## src/rtl/uart_mem_bridge.sv

```systemverilog
// uart_mem_bridge
//   Turns a byte-serial command stream from a UART receiver into single-cycle
//   bus operations for the downstream bus slave. It then returns the read data,
//   or a write acknowledge, through the UART transmitter.
//   Frame: cmd (0x01 READ / 0x02 WRITE), 8 address bytes LSB first, and for
//   WRITE 8 data bytes LSB first. Response: 8 read bytes LSB first, or 0x02.
//
// Ports
//   i_clk, i_rst_n                        clock, async active-low reset
//   i_rx_data/_valid, o_rx_data_rdy       receive byte handshake
//   o_tx_data/_valid, i_tx_data_rdy       transmit byte handshake
//   o_mem_op/_addr/_data                  bus op (0 NOP, 1 READ, 2 WRITE)
//   i_mem_data, i_mem_op_pending          slave read data / read in progress
//   o_busy                                high outside the CMD state
//   o_cmd_err                             pulse on an unknown command byte
//   o_timeout                             pulse on inter-byte timeout
//
// Build option
//   UART_MEM_BRIDGE_TIMEOUT_EN : abort a partial command after TIMEOUT_CYCLES
//   idle cycles in ADDR/DATA. Without it o_timeout is tied 0.
module uart_mem_bridge #(
  parameter int unsigned TIMEOUT_CYCLES = 1024
) (
  input  logic        i_clk,
  input  logic        i_rst_n,
  input  logic [7:0]  i_rx_data,
  input  logic        i_rx_data_valid,
  output logic        o_rx_data_rdy,
  output logic [7:0]  o_tx_data,
  output logic        o_tx_data_valid,
  input  logic        i_tx_data_rdy,
  output logic [1:0]  o_mem_op,
  output logic [63:0] o_mem_addr,
  output logic [63:0] o_mem_data,
  input  logic [63:0] i_mem_data,
  input  logic        i_mem_op_pending,
  output logic        o_busy,
  output logic        o_cmd_err,
  output logic        o_timeout
);

  localparam logic [2:0] S_CMD   = 3'd0;
  localparam logic [2:0] S_ADDR  = 3'd1;
  localparam logic [2:0] S_DATA  = 3'd2;
  localparam logic [2:0] S_ISSUE = 3'd3;
  localparam logic [2:0] S_WAIT  = 3'd4;
  localparam logic [2:0] S_RESP  = 3'd5;

  localparam logic [1:0] OP_NOP   = 2'd0;
  localparam logic [1:0] OP_READ  = 2'd1;
  localparam logic [1:0] OP_WRITE = 2'd2;

  logic [2:0]  state_q, state_d;
  logic [1:0]  op_q;
  logic [2:0]  cnt_q;      // byte index shared by ADDR, DATA and RESP
  logic [63:0] addr_q, data_q, rdata_q;
  logic [7:0]  tx_data_q;
  logic        tx_vld_q;
  logic        cmd_err_q;
  logic        rx_fire, tx_fire, to_hit;

  assign o_rx_data_rdy = (state_q == S_CMD) || (state_q == S_ADDR) || (state_q == S_DATA);
  assign rx_fire       = i_rx_data_valid && o_rx_data_rdy;
  assign tx_fire       = tx_vld_q && i_tx_data_rdy;

  // The slave samples op every cycle, so op is only non-NOP for ISSUE.
  assign o_mem_op        = (state_q == S_ISSUE) ? op_q : OP_NOP;
  assign o_mem_addr      = addr_q;
  assign o_mem_data      = data_q;
  assign o_tx_data       = tx_data_q;
  assign o_tx_data_valid = tx_vld_q;
  assign o_busy          = (state_q != S_CMD);
  assign o_cmd_err       = cmd_err_q;

`ifdef UART_MEM_BRIDGE_TIMEOUT_EN
  logic [15:0] idle_q;
  logic        timeout_q;

  assign to_hit = ((state_q == S_ADDR) || (state_q == S_DATA)) && !rx_fire &&
                  (idle_q == 16'(TIMEOUT_CYCLES - 1));

  always_ff @(posedge i_clk or negedge i_rst_n) begin
    if (!i_rst_n) begin
      idle_q    <= '0;
      timeout_q <= 1'b0;
    end else begin
      timeout_q <= to_hit;
      if (((state_q == S_ADDR) || (state_q == S_DATA)) && !rx_fire && !to_hit)
        idle_q <= idle_q + 16'd1;
      else
        idle_q <= '0;
    end
  end

  assign o_timeout = timeout_q;
`else
  assign to_hit    = 1'b0;
  assign o_timeout = 1'b0;
`endif

  always_comb begin
    state_d = state_q;
    case (state_q)
      S_CMD:   if (rx_fire && (i_rx_data == 8'h01 || i_rx_data == 8'h02)) state_d = S_ADDR;
      S_ADDR:  if (rx_fire && cnt_q == 3'd7) state_d = (op_q == OP_WRITE) ? S_DATA : S_ISSUE;
      S_DATA:  if (rx_fire && cnt_q == 3'd7) state_d = S_ISSUE;
      S_ISSUE: state_d = S_WAIT;
      S_WAIT:  if (!i_mem_op_pending) state_d = S_RESP;
      S_RESP:  if (tx_fire && (op_q == OP_WRITE || cnt_q == 3'd7)) state_d = S_CMD;
      default: state_d = S_CMD;
    endcase
    if (to_hit) state_d = S_CMD;
  end

  always_ff @(posedge i_clk or negedge i_rst_n) begin
    if (!i_rst_n) begin
      state_q   <= S_CMD;
      op_q      <= OP_NOP;
      cnt_q     <= '0;
      addr_q    <= '0;
      data_q    <= '0;
      rdata_q   <= '0;
      tx_data_q <= '0;
      tx_vld_q  <= 1'b0;
      cmd_err_q <= 1'b0;
    end else begin
      state_q   <= state_d;
      cmd_err_q <= 1'b0;
      case (state_q)
        S_CMD: begin
          cnt_q <= '0;
          if (rx_fire) begin
            if (i_rx_data == 8'h01)      op_q <= OP_READ;
            else if (i_rx_data == 8'h02) op_q <= OP_WRITE;
            else                         cmd_err_q <= 1'b1;
          end
        end
        // Shift in from the top: after 8 bytes, byte k sits at [8k+7:8k].
        // The 3-bit counter wraps to 0 after byte 7, ready for the next phase.
        S_ADDR: if (rx_fire) begin
          addr_q <= {i_rx_data, addr_q[63:8]};
          cnt_q  <= cnt_q + 3'd1;
        end
        S_DATA: if (rx_fire) begin
          data_q <= {i_rx_data, data_q[63:8]};
          cnt_q  <= cnt_q + 3'd1;
        end
        S_WAIT: if (!i_mem_op_pending) begin
          cnt_q    <= '0;
          tx_vld_q <= 1'b1;
          if (op_q == OP_READ) begin
            rdata_q   <= i_mem_data;
            tx_data_q <= i_mem_data[7:0];
          end else begin
            tx_data_q <= 8'h02;
          end
        end
        // One idle cycle follows every transfer; the next byte is loaded then.
        S_RESP: begin
          if (tx_fire) begin
            tx_vld_q <= 1'b0;
            cnt_q    <= cnt_q + 3'd1;
            rdata_q  <= {8'h00, rdata_q[63:8]};
          end else if (!tx_vld_q) begin
            tx_vld_q  <= 1'b1;
            tx_data_q <= rdata_q[7:0];
          end
        end
        default: ;
      endcase
    end
  end

endmodule

```

## config.mk

```make
export PLATFORM = sky130hd
export DESIGN_NAME = uart_mem_bridge
export DESIGN_NICKNAME = d
export VERILOG_FILES = /design/src/rtl/uart_mem_bridge.sv
export SDC_FILE = /design/constraint.sdc
export NUM_CORES = 1
export LEC_CHECK = 0
export BUFFER_PORTS_ARGS = -buffer_cell sky130_fd_sc_hd__buf_2
export CAP_MARGIN = 20
export CORE_ASPECT_RATIO = 0.5
export CORE_UTILIZATION = 50
export CTS_BUF_LIST = sky130_fd_sc_hd__clkbuf_8
export DETAILED_ROUTE_END_ITERATION = 16
export PLACE_DENSITY = 0.88
export SKIP_CTS_REPAIR_TIMING = 1
export SLEW_MARGIN = 30
export SYNTH_ARGS = -nofsm -noshare
export SYNTH_HDL_FRONTEND = slang
export SYNTH_SLANG_ARGS = --single-unit
```

## constraint.sdc

```tcl
create_clock -name i_clk -period 2.22 [get_ports i_clk]
set_input_delay 0.111 -clock i_clk [delete_from_list [all_inputs] [get_ports i_clk]]
set_output_delay 0.111 -clock i_clk [all_outputs]
set_load 0.03 [all_outputs]
```

== Word-level counts from Yosys, hierarchy flattened ==
Cells that the tools add are included.

* Flip-flop bits (word level): 210
* Bits of input ports: 77
* Logic and storage cells: 83

* Add/subtract/negate cells: 1
* Eq/ne operators: 20
* Multiplexer cells: 30
* Reductions and logical operators: 23

{| class="wikitable"
|+ Operator list
! kind !! number
|-
| two-way mux 64 bit || 3
|-
| case mux 64 bit (2 select lines) || 1
|-
| two-way mux 8 bit || 4
|-
| two-way mux 3 bit || 8
|-
| case mux 3 bit (6 select lines) || 1
|-
| case mux 8 bit (2 select lines) || 1
|-
| != test 2 bit (second input constant) || 6
|-
| case mux 3 bit (4 select lines) || 1
|-
| AND reduction 4 bit || 3
|-
| equality test 3 bit (second input constant) || 3
|-
| equality test 8 x 1 -> 1 bit (second input constant) || 1
|-
| equality test 8 x 2 -> 1 bit (second input constant) || 1
|-
| != test 2 x 1 -> 1 bit (second input constant) || 4
|-
| two-way mux 1 bit || 7
|-
| equality test 3 x 2 -> 1 bit (second input constant) || 2
|-
| two-way mux 2 bit || 3
|-
| AND reduction 2 bit || 3
|-
| logical AND 1 bit || 5
|-
| AND reduction 5 bit || 1
|-
| logical OR 1 bit || 4
|-
| nonzero test 2 bit || 2
|-
| nonzero test 4 bit || 1
|-
| adder 3 x 1 -> 3 bit (second input constant) || 1
|-
| equality test 3 x 1 -> 1 bit (second input constant) || 1
|-
| 7 further kinds || 7
|}

== Longest topological paths before layout ==
* Word-level depth: 7
* Mapped depth: 8
* Mapped depth without buffers: 6

== Worst setup path before layout ==
OpenSTA, ideal clock, no wires.

* Path kind: reg-to-reg
* Start: reg tx_vld_q, in the netlist o_tx_data_valid
* End: reg cnt_q[0]
* Setup time: 0.128 ns
* Arrival: 1.599 ns
* Data required time: 2.092 ns
* Path slack: 0.493 ns
* Cell stages (with the launch flop): 5
* Path buffers: 0
* Period minus slack after synthesis: 1.727 ns
* Path through: dfrtp_1 > and3_1 > or3_1 > o21ai_2 > mux2_1

* Cells in the longest elaborated chain, start to end: 3

{| class="wikitable"
|+ RTL lines
! item !! line !! source
|-
| from (decl) || 58 || <nowiki>logic tx_vld_q;</nowiki>
|-
| from (signal assigned) || 124 || <nowiki>tx_vld_q <= 1'b0;</nowiki>
|-
| from (signal assigned) || 150 || <nowiki>tx_vld_q <= 1'b1;</nowiki>
|-
| from (signal assigned) || 161 || <nowiki>tx_vld_q <= 1'b0;</nowiki>
|-
| logical AND 1 bit || 64 || <nowiki>assign tx_fire = tx_vld_q && i_tx_data_rdy;</nowiki>
|-
| != test 2 bit (no source line) || -- ||
|-
| AND reduction 4 bit (no source line) || -- ||
|-
| to (signal assigned) || 142 || <nowiki>cnt_q <= cnt_q + 3'd1;</nowiki>
|-
| to (signal assigned) || 146 || <nowiki>cnt_q <= cnt_q + 3'd1;</nowiki>
|-
| to (signal assigned) || 162 || <nowiki>cnt_q <= cnt_q + 3'd1;</nowiki>
|-
| to (decl) || 55 || <nowiki>logic [2:0] cnt_q;</nowiki>
|}

No other way between the ends.
A chain may end at the register's enable or synchronous reset.

== Worst setup path in the final report ==
* Start: reg state_q[0]
* End: out o_busy

* Cells in the longest elaborated chain, start to end: 1

{| class="wikitable"
|+ RTL lines
! item !! line !! source
|-
| from (decl) || 53 || <nowiki>logic [2:0] state_q, state_d;</nowiki>
|-
| from (signal assigned) || 127 || <nowiki>state_q <= state_d;</nowiki>
|-
| nonzero test 3 bit || 72 || <nowiki>assign o_busy = (state_q != S_CMD);</nowiki>
|-
| to (decl) || 37 || <nowiki>output logic o_busy,</nowiki>
|}

No other way between the ends.

==> results.json <==
{
  "cellInternalPower_mw": 8.80,
  "final_instance_count_without_filler_cells": 1221,
  "net_count_synth": 754,
  "layout_worst_path_cycle_share": 0.888,
  "totalNegativeSetupSlack_ns": 0,
  "power_frac_clock": 0.204,
  "chipWidth_um": 189,
  "critical-path-max-stage-delay_ns": 0.57,
  "final_max_slew_viol_count": 0,
  "cp_num_buf_inv": 2,
  "synth-seq-area-share": 0.601,
  "post_synth_inst_count": 675,
  "grt_first_pass_wirelength_um": 29500,
  "io_buffers": 218,
  "clock_skew_ns": 0.0232,
  "worst_slew_pin_slew_ns": 0.571,
  "synth_register_bits": 210,
  "fmax_mhz": 507,
  "average_wire_length_per_cell_after_detail_routing_um": 17.6,
  "finalHoldViolCount": 0,
  "run_status": "complete, no violations",
  "floorplan.core_area_um2": 16700,
  "dr.first_iter.drc_count": 294,
  "drt.antenna.violating_nets": 0,
  "start_kind": "flop",
  "synth_flop_cell": "sky130_fd_sc_hd__dfrtp_1",
  "floorplan.rows": 33,
  "via_to_cell_ratio": 5.22,
  "switching_power_mw": 5.70,
  "grt_pass1_vias": 5800,
  "fp.dieArea_um2": 18000,
  "cp_data_arrival_time_ns": 1.86,
  "place.detailed.instances": 1098,
  "drcViolationCount": 0,
  "critical-path-slowest-cell": "sky130_fd_sc_hd__dfrtp_1",
  "cts_tree": "built",
  "synthesis.area_um2": 8740,
  "endpoint_class_of_the_critical_path": "primary output",
  "finalCriticalPeriod_ns": 1.97,
  "worst_setup_path_category": "flop to primary output",
  "overflow": 0,
  "cp_cell_sequence": "nor3_1 > inv_1 > buf_2",
  "cts.sink_count": 210,
  "design.final.nets": 1057,
  "antenna_found_initial": 0,
  "routed-via-count": 6368,
  "synth_warnings": 0,
  "ant_diodes": 0,
  "hpwl_um": 13400,
  "track_usage": 0.206,
  "initial_utilization": 0.522,
  "detail_route.wirelength_um": 21500,
  "area_growth_pct": 30.7,
  "die_h_um": 95.5,
  "power_leakage_nw": 5.85,
  "relSlewSlack": 0.619,
  "max_cap_violations": 0,
  "grt_start_max_net_pins": 74,
  "filler_cell_count": 1189,
  "cts.clk_slew.worst_paths_ns": 0.06,
  "place_congestion": 0.802,
  "worst_ep_required_time_ns": 2.11,
  "synth_enable_flop_cells": 0,
  "cts.path.max_buffers": 3,
  "htreeDepth": 1,
  "unrepaired_setup_endpoints_after_global_routing": "no",
  "clock_network_latency_to_the_later_pin_of_the_worst_skew_pair_ns": 0.54,
  "switching_share": 0.393,
  "seq_power_share": 0.403,
  "cts_made_buffers": 30,
  "cts-root-buf": "sky130_fd_sc_hd__clkbuf_8",
  "hp-class": "primary input to flop",
  "detail_route.first_pass.iterations": 5,
  "post_route_cells_drive_above_1_share": 0.408,
  "ffs_w_async_s_r_synth": 1.00,
  "largest_vdd_supply_drop_mv": 0.725,
  "setup_viol": 0,
  "combinationalPowerShare": 0.393,
  "distinct_cells_synth": 38,
  "mean_syn_cell_area_um2": 12.9,
  "num_io_pins": 220,
  "critical_path.top_delay_family": "flip-flops",
  "critical_path_peak_fanout": 16,
  "power.density_cell_area_nw_per_um2": 1270
}
-- cells in the final DEF, fill, tap and decap left out, drive strengths merged, types with 4 or more instances in the layout --
| master | synthesis | final |
|---|---|---|
| nand2 | 81 | 81 |
| nor2 | 21 | 21 |
| a31oi | 9 | 9 |
| dfrtp | 210 | 210 |
| a21oi | 6 | 6 |
| o21ai | 74 | 74 |
| mux2i | 57 | 57 |
| dlygate4sd3 | 0 | 75 |
| clkbuf | 10 | 36 |
| mux2 | 130 | 130 |
| nor2b | 6 | 6 |
| clkinv | 0 | 4 |
| buf | 31 | 237 |
| nand3 | 9 | 9 |
| inv | 7 | 14 |
-- state kept, by name (all words and copies together), names as in the netlist --
| name | count |
|---|---|
| rdata_q | 64 |
| state_q | 3 |
| cnt_q | 3 |
| op_q | 2 |
| o_mem_data | 64 |
| o_tx_data | 8 |
| o_tx_data_valid | 1 |
| o_mem_addr | 64 |
| o_cmd_err | 1 |
-- power groups by stage --
stage               logic [mW]  clock network, mW  registers [mW]
finish                    5.69               2.96            5.85
global route              6.09               3.20            5.98
CTS                       5.51               3.02            5.81
detailed placement        5.50                  0            5.87
global placement          5.33                  0            5.77
floorplan                 2.86                  0            6.91
-- metal layers --
| metal | vias up | global-route usage | part of all wire |
|---|---|---|---|
| li1 | 2956 | - | - |
| met1 | 3140 | 0.258 | 0.41 |
| met2 | 225 | 0.356 | 0.52 |
| met3 | 47 | 0.0512 | 0.053 |
| met4 | 0 | 0.0665 | 0.023 |
| met5 | - | 0 | 0 |
-- cells by family after synthesis --
group,count (synthesis),share of synthesized area
adders and majority gates,2,0.00286
AOI/OAI and AO/OA,97,0.0616
DFF,210,0.601
buffers and inverters,48,0.0365
and+or+nand+nor,129,0.0633
other,1,0.000429
muxes,187,0.233
xor gates and xnor gates,1,0.00100
-- final cells by class --
type	instances	area, µm²	share of cell area
Clock buffer	36	495	0.0434
Inverter	7	26.3	0.00230
Clock inverter	12	76.3	0.00668
Multi-Input combinational cell	417	3190	0.279
Tap cell	227	284	0.0249
Timing Repair Buffer	312	2090	0.183
Sequential cell	210	5260	0.460
-- cells in the mapped netlist, types with 6 or more instances --
| master | number | share of area |
|---|---|---|
| sky130_fd_sc_hd__nor2_1 | 21 | 0.0090 |
| sky130_fd_sc_hd__inv_1 | 6 | 0.0026 |
| sky130_fd_sc_hd__mux2_2 | 121 | 0.16 |
| sky130_fd_sc_hd__o21ai_1 | 51 | 0.029 |
| sky130_fd_sc_hd__buf_2 | 9 | 0.0052 |
| sky130_fd_sc_hd__clkbuf_1 | 10 | 0.0043 |
| sky130_fd_sc_hd__nand3_1 | 9 | 0.0052 |
| sky130_fd_sc_hd__o21ai_0 | 22 | 0.013 |
| sky130_fd_sc_hd__nor2b_1 | 6 | 0.0043 |
| sky130_fd_sc_hd__nand2_1 | 81 | 0.035 |
| sky130_fd_sc_hd__a21oi_1 | 6 | 0.0034 |
| sky130_fd_sc_hd__buf_4 | 10 | 0.0086 |
| sky130_fd_sc_hd__mux2_1 | 9 | 0.012 |
| sky130_fd_sc_hd__a31oi_1 | 9 | 0.0064 |
| sky130_fd_sc_hd__mux2i_1 | 57 | 0.065 |
| sky130_fd_sc_hd__dfrtp_1 | 210 | 0.60 |
| sky130_fd_sc_hd__buf_6 | 12 | 0.015 |
-- worst reg2reg max path, cell delays in order, from the launching register on --
cell                       delay, ns
sky130_fd_sc_hd__dfrtp_1        0.67
sky130_fd_sc_hd__nor2_1         0.19
sky130_fd_sc_hd__o221ai_4       0.51
sky130_fd_sc_hd__buf_12         0.28
sky130_fd_sc_hd__o21ai_0        0.17
-- path summary, 6_finish.rpt --
path                                         to  cells past startpoint  slack, ns        startpoint
worst max-delay path                     o_busy                      3       0.25        state_q[0]
worst min-delay path            o_tx_data_valid                      4       0.07  i_mem_op_pending
worst max register to register      rdata_q[63]                      4       0.27        state_q[0]
worst min register to register       rdata_q[0]                      2       0.49        rdata_q[0]
max in group asynchronous        o_mem_data[62]                      3       1.32           i_rst_n
min in group asynchronous        o_mem_data[12]                      2       0.13           i_rst_n
-- per-stage QoR --
stage,setup slack (ns),util,power (mW),hold WS (ns),area [µm²]
final,0.248,0.683,14.5,0.0737,11400
after global routing,0.0605,0.683,15.3,0.0420,11400
after CTS,0.242,0.638,14.3,-0.469,10700
after detailed placement,0.313,0.604,11.4,0.112,10100
after global placement,0.373,0.604,11.1,0.104,10100
after floorplan,0.493,-,9.77,-0.185,8740
Power figures use the tool's default switching activity.
